===== config.mk =====
export PLATFORM = sky130hd
export DESIGN_NAME = lsb_mem_port
export DESIGN_NICKNAME = d
export VERILOG_FILES = /design/src/rtl/lsb_mem_port.sv
export SDC_FILE = /design/constraint.sdc
export NUM_CORES = 1
export LEC_CHECK = 0
export CAP_MARGIN = 20
export CORE_UTILIZATION = 50
export DETAILED_ROUTE_END_ITERATION = 12
export HOLD_SLACK_MARGIN = 0.12
export PLACE_DENSITY = 0.9
export SLEW_MARGIN = 25
export SYNTH_ARGS = -nofsm -noshare
export SYNTH_HDL_FRONTEND = slang
export SYNTH_SLANG_ARGS = --single-unit
export TNS_END_PERCENT = 50

===== constraint.sdc =====
create_clock -name clk_in -period 7 [get_ports clk_in]
set_input_delay 1.75 -clock clk_in [delete_from_list [all_inputs] [get_ports clk_in]]
set_output_delay 1.75 -clock clk_in [all_outputs]
set_load 0.02 [all_outputs]

===== src/rtl/lsb_mem_port.sv =====
// lsb_mem_port
// Requester-side sequencer between the load/store buffer and mem_ctrl.
// A single LSB load or store of 1, 2 or 4 bytes becomes a back-to-back
// series of byte transactions on the byte-wide memory port. Load bytes
// are assembled little-endian and sign/zero-extended; store bytes are
// serialised little-endian. Stores into the IO window stall while the
// UART TX buffer is full.
//
// Ports:
//   clk_in, rst_in        clock, asynchronous active-high reset
//   rdy_in                global ready; low blocks issue and acceptance
//   req_valid/req_ready   LSB request handshake (ready only in IDLE)
//   req_wr, req_size,     request kind, size (0 byte, 1 half, 2/3 word),
//   req_signed, req_addr, sign-extend flag, byte address, store data
//   req_wdata
//   flush                 misprediction clear (aborts loads only)
//   resp_valid/resp_rdata one-cycle completion pulse and load result
//   mem_need, mem_addr,   byte request to mem_ctrl (granted same cycle)
//   mem_wr, mem_wdata
//   mem_byte              read byte, one cycle after the read is issued
//   io_buffer_full        UART TX buffer full
module lsb_mem_port #(
    parameter logic [31:0] IO_ADDR = 32'h0003_0000
) (
    input  logic        clk_in,
    input  logic        rst_in,
    input  logic        rdy_in,
    input  logic        req_valid,
    output logic        req_ready,
    input  logic        req_wr,
    input  logic [1:0]  req_size,
    input  logic        req_signed,
    input  logic [31:0] req_addr,
    input  logic [31:0] req_wdata,
    input  logic        flush,
    output logic        resp_valid,
    output logic [31:0] resp_rdata,
    output logic        mem_need,
    output logic [31:0] mem_addr,
    output logic        mem_wr,
    output logic [7:0]  mem_wdata,
    input  logic [7:0]  mem_byte,
    input  logic        io_buffer_full
);

    typedef enum logic [1:0] {
        IDLE  = 2'd0,
        LOAD  = 2'd1,
        STORE = 2'd2,
        DONE  = 2'd3
    } state_t;

    state_t      state_q, state_d;
    logic [31:0] addr_q, addr_d;
    logic [31:0] wdata_q, wdata_d;
    logic [1:0]  size_q, size_d;
    logic        sgn_q, sgn_d;
    logic        wr_q, wr_d;
    logic [2:0]  i_q, i_d;       // issue pointer
    logic [2:0]  c_q, c_d;       // capture pointer
    logic        p_q, p_d;       // a read was issued last cycle
    logic [31:0] asm_q, asm_d;   // load assembly register
    logic [31:0] rdata_q, rdata_d;

    logic [2:0]  n_s;
    logic        io_hit_s;
    logic        stall_s;
    logic        need_s;
    logic        accept_s;
    logic [31:0] asm_cap_s;

    // Number of bytes moved for a size code; size 3 behaves as a word.
    function automatic logic [2:0] size_to_n(input logic [1:0] size);
        logic [2:0] n;
        case (size)
            2'd0:    n = 3'd1;
            2'd1:    n = 3'd2;
            default: n = 3'd4;
        endcase
        return n;
    endfunction

    // Sign- or zero-extend the assembled load bytes to 32 bits.
    function automatic logic [31:0] extend_load(input logic [31:0] raw,
                                                input logic [1:0]  size,
                                                input logic        sgn);
        logic [31:0] r;
        case (size)
            2'd0:    r = {{24{sgn & raw[7]}}, raw[7:0]};
            2'd1:    r = {{16{sgn & raw[15]}}, raw[15:0]};
            default: r = raw;
        endcase
        return r;
    endfunction

    // Replace byte lane idx of word w with b.
    function automatic logic [31:0] put_byte(input logic [31:0] w,
                                             input logic [1:0]  idx,
                                             input logic [7:0]  b);
        logic [31:0] r;
        r = w;
        case (idx)
            2'd0:    r[7:0]   = b;
            2'd1:    r[15:8]  = b;
            2'd2:    r[23:16] = b;
            default: r[31:24] = b;
        endcase
        return r;
    endfunction

    // Select byte lane idx of word w.
    function automatic logic [7:0] get_byte(input logic [31:0] w,
                                            input logic [1:0]  idx);
        logic [7:0] r;
        case (idx)
            2'd0:    r = w[7:0];
            2'd1:    r = w[15:8];
            2'd2:    r = w[23:16];
            default: r = w[31:24];
        endcase
        return r;
    endfunction

    assign n_s       = size_to_n(size_q);
    // The IO window is decoded on the latched start address only.
    assign io_hit_s  = (addr_q[17:16] == IO_ADDR[17:16]);
    assign stall_s   = (state_q == STORE) && io_hit_s && io_buffer_full;
    assign need_s    = ((state_q == LOAD) || (state_q == STORE)) &&
                       (i_q < n_s) && rdy_in && !stall_s;
    assign accept_s  = (state_q == IDLE) && req_valid && rdy_in && !flush;
    // Assembly value including the byte being captured this cycle, so the
    // final extension sees all N bytes on the edge that completes the load.
    assign asm_cap_s = put_byte(asm_q, c_q[1:0], mem_byte);

    // Next-state and datapath update for the sequencer.
    always_comb begin
        state_d = state_q;
        addr_d  = addr_q;
        wdata_d = wdata_q;
        size_d  = size_q;
        sgn_d   = sgn_q;
        wr_d    = wr_q;
        i_d     = i_q;
        c_d     = c_q;
        p_d     = p_q;
        asm_d   = asm_q;
        rdata_d = rdata_q;
        case (state_q)
            IDLE: begin
                p_d = 1'b0;
                if (accept_s) begin
                    state_d = req_wr ? STORE : LOAD;
                    addr_d  = req_addr;
                    wdata_d = req_wdata;
                    size_d  = req_size;
                    sgn_d   = req_signed;
                    wr_d    = req_wr;
                    i_d     = 3'd0;
                    c_d     = 3'd0;
                    asm_d   = 32'd0;
                end else begin
                    state_d = IDLE;
                end
            end
            LOAD: begin
                if (flush) begin
                    // Abort: drop any pending capture, no response.
                    state_d = IDLE;
                    p_d     = 1'b0;
                end else begin
                    i_d = need_s ? (i_q + 3'd1) : i_q;
                    p_d = need_s;
                    // Captures are not gated by rdy_in: the byte is
                    // already on the bus.
                    if (p_q) begin
                        asm_d = asm_cap_s;
                        c_d   = c_q + 3'd1;
                        if ((c_q + 3'd1) == n_s) begin
                            state_d = DONE;
                            rdata_d = extend_load(asm_cap_s, size_q, sgn_q);
                        end else begin
                            state_d = LOAD;
                        end
                    end else begin
                        state_d = LOAD;
                    end
                end
            end
            STORE: begin
                // Flush is ignored: a committed store always finishes.
                if (need_s) begin
                    i_d     = i_q + 3'd1;
                    state_d = ((i_q + 3'd1) == n_s) ? DONE : STORE;
                end else begin
                    state_d = STORE;
                end
            end
            DONE: begin
                state_d = IDLE;
            end
            default: begin
                state_d = IDLE;
            end
        endcase
    end

    // State and datapath registers.
    always_ff @(posedge clk_in or posedge rst_in) begin
        if (rst_in) begin
            state_q <= IDLE;
            addr_q  <= 32'd0;
            wdata_q <= 32'd0;
            size_q  <= 2'd0;
            sgn_q   <= 1'b0;
            wr_q    <= 1'b0;
            i_q     <= 3'd0;
            c_q     <= 3'd0;
            p_q     <= 1'b0;
            asm_q   <= 32'd0;
            rdata_q <= 32'd0;
        end else begin
            state_q <= state_d;
            addr_q  <= addr_d;
            wdata_q <= wdata_d;
            size_q  <= size_d;
            sgn_q   <= sgn_d;
            wr_q    <= wr_d;
            i_q     <= i_d;
            c_q     <= c_d;
            p_q     <= p_d;
            asm_q   <= asm_d;
            rdata_q <= rdata_d;
        end
    end

    assign req_ready  = (state_q == IDLE);
    // A flush seen during a load's DONE cycle suppresses its response.
    assign resp_valid = (state_q == DONE) && !(!wr_q && flush);
    // Stores report zero data; otherwise the last load result is held.
    assign resp_rdata = ((state_q == DONE) && wr_q) ? 32'd0 : rdata_q;
    assign mem_need   = need_s;
    assign mem_addr   = addr_q + {29'd0, i_q};
    assign mem_wr     = (state_q == STORE) && need_s;
    assign mem_wdata  = get_byte(wdata_q, i_q[1:0]);

endmodule


==> results.toml, run 1 <==
[power_and_ir_drop]
total_switching_power_mw = 0.680
clockPowerShare = 0.401
swShare = 0.273
p_seq_frac = 0.396
power_density_mw_per_mm2 = 259
report.power.total_mw = 2.49
internal_power_mw = 1.81
p_leak_nw = 4.28
vdd_drop_max_uv = 197
comb_power_share = 0.203

[cts]
clk_path_buf_depth = 2
post_cts.resized_instances = 0
post_cts.repair.setup_buffers = 0
cts.sink_count = 141
post_cts_clock_slew_at_the_launch_and_capture_registers_of_the_worst_setup_and_hold_paths_ns = 0.06
worstSkewPairLatency_ns = 0.42
ctsRootBufferMaster = "sky130_fd_sc_hd__clkbuf_16"
cts.hold.buffers_added = 0
cts_tree = "built"
number_of_h_tree_levels = 4
tritoncts.num_buffers = 17

[drt]
drt_iter0_drc = 373
drc_errors = 0
vias = 5484
drt-wirelength-per-cell_um = 16.9
drt_pre_antenna_iters = 5
post_drt_via_cell_ratio = 5.41
postRouteWirelength_um = 17100
route.antenna.remaining_nets = 0

[final_layout]
drive_above_1_share = 0.164
num-nets-final = 922
antenna_cells = 0
area_delta_synth_final_pct = 31.8

[place]
dp_hpwl_um = 12000
finalWeightedCongestion = 0.810
port-buffer-count = 157

[logic_synthesis]
ys_seq_area_frac = 0.484
avgSynthCellArea_um2 = 10.7
synth_cells = 678
syn-cell-area_mm2 = 0.00729
synth_cell_type_count = 54
ys_ff_latch = 141
synth_edf_count = 0
yosysWarningCount = 0
postSynthNetCount = 780
asyncSetResetFlopFracSynth = 1.00
ys_dominant_reg_cell = "sky130_fd_sc_hd__dfrtp_1"

[floorplan]
floorplan.die.width_um = 123
coreArea_mm2 = 0.0140
die_h_um = 123
io_pins = 158
floorplan.initialDensity = 0.519
placementRows = 43
dieArea_mm2 = 0.0151

[sta]
rsz0062_at_grt = "false"
finalWorstPathRequiredPeriod_ns = 5.39
final_hold_viol_count = 0
finalSetupTns_ns = 0
tcrit_tclk_final = 0.769
worst_slew_margin_rel = 0.343
timing.final.setup_violations = 0
max_freq_mhz = 186
worst_clock_skew_ns = 0.00563
tightest_slew_ns = 0.986
timing.final.max_slew_violations = 0

[worst_setup_path]
worstPathMaxFanout = 4
cp-end-kind = "primary output"
critical_path_required_ns = 5.25
critical_path_arrival_ns = 3.64
path_class = "input port to primary output"
setup.worst_path.start_class = "input port"

[outcome]
status = "finished, final reports clean"

[global_route]
globalRouteMet3Util = 0.0781
grt.total_usage = 0.245
grt_pass1_wl_um = 27800
grt.met2_usage = 0.404
antenna_found_initial = 1
grt_most_used_layer = "met2"
grt.overflow.total = 0
grt_max_degree = 95
number_of_global_route_vias_before_repair = 5421
grtUsageMet1 = 0.296

[min_path]
hold_path_class = "flip-flop to flip-flop"

[job]
drv.max_cap_violation_count = 0
-- cells in the final DEF (no fill, tap or decap), types with 10 or more instances in the layout --
cell and instances:
sky130_fd_sc_hd__clkbuf_16 17, sky130_fd_sc_hd__o21ai_0 29, sky130_fd_sc_hd__and2_1 34, sky130_fd_sc_hd__a21oi_1 28, sky130_fd_sc_hd__nand2_1 100, sky130_fd_sc_hd__ha_1 19
sky130_fd_sc_hd__inv_1 24, sky130_fd_sc_hd__clkdlybuf4s50_1 157, sky130_fd_sc_hd__nand2b_1 25, sky130_fd_sc_hd__xor2_1 10, sky130_fd_sc_hd__mux2_2 91, sky130_fd_sc_hd__nand4_1 13
sky130_fd_sc_hd__xnor2_1 23, sky130_fd_sc_hd__dfrtp_1 141, sky130_fd_sc_hd__mux2i_1 16
-- cell type report --
| class | instances | area (µm²) |
|---|---|---|
| clock buffer | 17 | 425 |
| inverter | 25 | 98.8 |
| timing repair buffer | 160 | 1590 |
| tap | 180 | 225 |
| clock inverter | 15 | 234 |
| sequential | 141 | 3530 |
| fill | 985 | 4440 |
| multi-input combinational | 475 | 3490 |
-- logic make-up after synthesis --
group | synth area share
AO/OA/AOI/OAI | 0.0847
XOR/XNOR | 0.0397
adder cells (fa/ha/maj) | 0.0369
buffers and inverters | 0.0390
flip-flops | 0.484
multiplexers | 0.163
AND/OR/NAND/NOR | 0.153
-- cells in the mapped netlist (all sizes together), types with 2 or more instances --
cell | instances | share of area
mux2i | 16 | 0.022
xnor2 | 23 | 0.028
and2 | 34 | 0.029
dfrtp | 141 | 0.48
ha | 19 | 0.033
nor3 | 3 | 0.0021
nand4 | 13 | 0.011
nor2b | 5 | 0.0043
clkbuf | 16 | 0.0098
inv | 25 | 0.013
a21oi | 28 | 0.019
and3 | 7 | 0.0060
a21boi | 2 | 0.0021
a22o | 9 | 0.011
nand2b | 25 | 0.021
xor2 | 10 | 0.012
buf | 21 | 0.016
a222oi | 8 | 0.011
nand3 | 8 | 0.0055
nand2 | 101 | 0.052
o21ai | 40 | 0.029
or2 | 2 | 0.0017
nor4b | 2 | 0.0045
o21bai | 2 | 0.0021
nor2 | 9 | 0.0046
mux2 | 91 | 0.14
-- power by group through the flow --
stage          Combinational, mW  Clock, mW  Sequential (mW)
2_1_floorplan              0.308          0            0.968
3_3_place_gp               0.492          0            0.990
3_5_place_dp               0.502          0            0.996
4_1_cts                    0.508       1.01            0.983
5_1_grt                    0.541       1.05            0.997
6_report                   0.505      0.998            0.985
-- final timing paths --
check,to,cells after the start,start,slack [ns]
max,mem_wr,6,io_buffer_full,1.61
min,asm_q[29]$_DFFE_PP0P_,2,asm_q[29]$_DFFE_PP0P_,0.47
max reg2reg,state_q[1]$_DFF_PP0_,6,size_q[1]$_DFFE_PP0P_,3.97
min reg2reg,asm_q[29]$_DFFE_PP0P_,2,asm_q[29]$_DFFE_PP0P_,0.47
max in group asynchronous,addr_q[24]$_DFFE_PP0P_,3,rst_in,3.99
min in group asynchronous,rdata_q[3]$_DFFE_PP0P_,2,rst_in,1.87
-- sequential cells by signal, indices dropped and copies added (netlist names), 2 cells and up --
| register | count |
|---|---|
| addr_q | 32 |
| asm_q | 32 |
| rdata_q | 32 |
| wdata_q | 32 |
| c_q | 3 |
| i_q | 3 |
| size_q | 2 |
| state_q | 2 |
-- critical path, cell delays in order --
cell                              delay (ns)
sky130_fd_sc_hd__clkdlybuf4s50_1        0.43
sky130_fd_sc_hd__nand4_1                0.16
sky130_fd_sc_hd__nand4_1                0.12
sky130_fd_sc_hd__a21oi_1                0.38
sky130_fd_sc_hd__and2_1                 0.20
sky130_fd_sc_hd__clkdlybuf4s50_1        0.60
-- layer usage --
metal	vias to the layer above	part of all wire
met5	-	0.00070
met4	2	0.017
met3	24	0.080
met2	190	0.49
met1	2639	0.41
li1	2629	-
-- stage by stage --
stage / hold WS [ns] / setup slack [ns] / cell area [µm²] / cells / util
floorplan: 0.442 / 1.47 / 7290 / 678 / -
global placement: 0.453 / 1.68 / 8940 / 981 / 0.637
detailed placement: 0.458 / 1.62 / 8940 / 981 / 0.637
CTS: 0.473 / 1.63 / 9600 / 1013 / 0.684
global route: 0.492 / 1.57 / 9600 / 1013 / 0.684
finish: 0.467 / 1.61 / 9600 / 1013 / 0.684
(Power assumes the default switching activity.)
==> run 2: changes to the inputs <==
Settings changed: CORE_UTILIZATION 50 to 46, PLACE_DENSITY 0.9 to 0.87.
Clock period 7 ns to 4.9 ns, I/O delays scaled along.
==> results.toml, run 2 (synthesis results as in run 1) <==
[floorplan]
dieArea_mm2 = 0.0163
floorplan.die.width_um = 128
floorplan.initialDensity = 0.476
placementRows = 45
io_pins = 158
coreArea_mm2 = 0.0153
die_h_um = 128

[drt]
drt_iter0_drc = 341
topRoutingLayerUsed = "met4"
drc_errors = 0
routedLengthMet1_um = 7190
drt_pre_antenna_iters = 4
route.antenna.remaining_nets = 0
wl_met3_um = 1200
met2RoutedLength_um = 8530
drt-wirelength-per-cell_um = 16.4
postRouteWirelength_um = 17200
vias = 5513
post_drt_via_cell_ratio = 5.28

[sta]
timing.hold.ws_ns = 0.467
tcrit_tclk_final = 0.906
final_hold_viol_count = 0
max_freq_mhz = 225
finalWorstPathRequiredPeriod_ns = 4.44
final_critical_path_setup_slack_ns = 0.462
tightest_slew_ns = 0.869
rsz0062_at_grt = "false"
finalSetupTns_ns = 0
timing.final.setup_violations = 0
timing.final.max_slew_violations = 0
worst_slew_margin_rel = 0.419
worst_clock_skew_ns = 0.00795

[final_layout]
area.sequential_mm2 = 0.00353
drive_above_1_share = 0.164
final_cell_mix = "157 x sky130_fd_sc_hd__clkdlybuf4s50_1, 141 x sky130_fd_sc_hd__dfrtp_1, 100 x sky130_fd_sc_hd__nand2_1"
final_cell_area_mm2 = 0.00963
multi_input_comb_area_mm2 = 0.00349
antenna_cells = 0
layout.core_utilization = 0.629
layout.filler_cells = 1244
instances_no_fill = 1045
area_delta_synth_final_pct = 32.2
num-nets-final = 925
layout.cells.most_common = "sky130_fd_sc_hd__clkdlybuf4s50_1"

[worst_setup_path]
cp-end-kind = "primary output"
timing.critical_path.slowest_stage_cell = "sky130_fd_sc_hd__clkdlybuf4s50_1"
cell_repeated_most_along_the_worst_path = "sky130_fd_sc_hd__inv_1"
critical_path.top_delay_family = "buffers and inverters"
crit_path_cell_trace = "or2_1 -> inv_1 -> ha_1 -> inv_1 -> maj3_2 -> a21oi_1 -> and2_1 -> clkdlybuf4s50_1"
cpPeakStageDelay_ns = 0.62
cp_bufs_invs = 3
critical_path_required_ns = 3.67
critical_path_arrival_ns = 3.21
setup.worst_path.start_class = "flip-flop"
worstPathMaxFanout = 20
path_class = "flip-flop to primary output"

[cts]
post_cts_clock_slew_at_the_launch_and_capture_registers_of_the_worst_setup_and_hold_paths_ns = 0.06
post_cts.repair.setup_buffers = 0
tritoncts.num_buffers = 17
worstSkewPairLatency_ns = 0.43
cts_tree = "built"
cts.sink_count = 141
number_of_h_tree_levels = 4
cts.hold.buffers_added = 0
post_cts.resized_instances = 0
clk_path_buf_depth = 2
ctsRootBufferMaster = "sky130_fd_sc_hd__clkbuf_16"

[place]
port-buffer-count = 157
placedInstanceArea_mm2 = 0.00902
dp_hpwl_um = 11800
detailedPlace.worstSlack_ns = 0.705
finalWeightedCongestion = 0.784
dpl.cell_count = 1014

[power_and_ir_drop]
power_density_mw_per_mm2 = 358
comb_power_share = 0.210
swShare = 0.276
total_switching_power_mw = 0.952
clockPowerShare = 0.382
internal_power_mw = 2.49
p_seq_frac = 0.408
report.power.total_mw = 3.45
p_leak_nw = 4.28
vdd_drop_max_uv = 249

[global_route]
grt_pass1_wl_um = 27700
grt.total_usage = 0.220
antenna_found_initial = 0
number_of_global_route_vias_before_repair = 5581
grt.overflow.total = 0
grt_max_degree = 142

[job]
drv.max_cap_violation_count = 0

[outcome]
status = "finished, final reports clean"

[min_path]
hold_path_class = "flip-flop to flip-flop"
## run 2: area by class of cell
type	count	area share
Clock buffer	20	0.0474
Clock inverter	10	0.0146
Inverter	25	0.0101
Multi-Input combinational cell	475	0.363
Sequential cell	141	0.366
Tap cell	211	0.0274
Timing Repair Buffer	163	0.171
## run 2: power by group through the flow
stage | clock network, mW | registers, mW | logic, mW
after global routing | 1.39 | 1.42 | 0.775
after floorplan | 0 | 1.38 | 0.441
after global placement | 0 | 1.41 | 0.709
final | 1.32 | 1.41 | 0.724
after CTS | 1.33 | 1.40 | 0.731
after detailed placement | 0 | 1.42 | 0.723
## run 2: worst reg2reg max path, stage by stage (launching register included)
cell                       delay, ns
sky130_fd_sc_hd__dfrtp_1        0.73
sky130_fd_sc_hd__or2_1          0.47
sky130_fd_sc_hd__nor4_1         0.15
sky130_fd_sc_hd__o311ai_4       0.49
sky130_fd_sc_hd__buf_4          0.42
sky130_fd_sc_hd__nor2b_1        0.18
sky130_fd_sc_hd__o21ai_0        0.09
## run 2: routing by layer
| metal | GRT usage | vias up |
|---|---|---|
| met1 | 0.269 | 2712 |
| met4 | 0.0754 | 0 |
| met2 | 0.365 | 165 |
| li1 | - | 2615 |
| met3 | 0.0730 | 21 |
| met5 | 0 | - |
## run 2: final timing paths
kind                                           endpoint  cells past startpoint                    start  slack, ns
worst max-delay path                             mem_wr                      8    size_q[1]$_DFFE_PP0P_       0.46
worst min-delay path            rdata_q[17]$_DFFE_PP0P_                      2  rdata_q[17]$_DFFE_PP0P_       0.47
worst max register to register     state_q[1]$_DFF_PP0_                      6    size_q[1]$_DFFE_PP0P_       2.24
worst min register to register  rdata_q[17]$_DFFE_PP0P_                      2  rdata_q[17]$_DFFE_PP0P_       0.47
max in group asynchronous        addr_q[30]$_DFFE_PP0P_                      3                   rst_in       2.95
min in group asynchronous              wr_q$_DFFE_PP0P_                      3                   rst_in       1.36
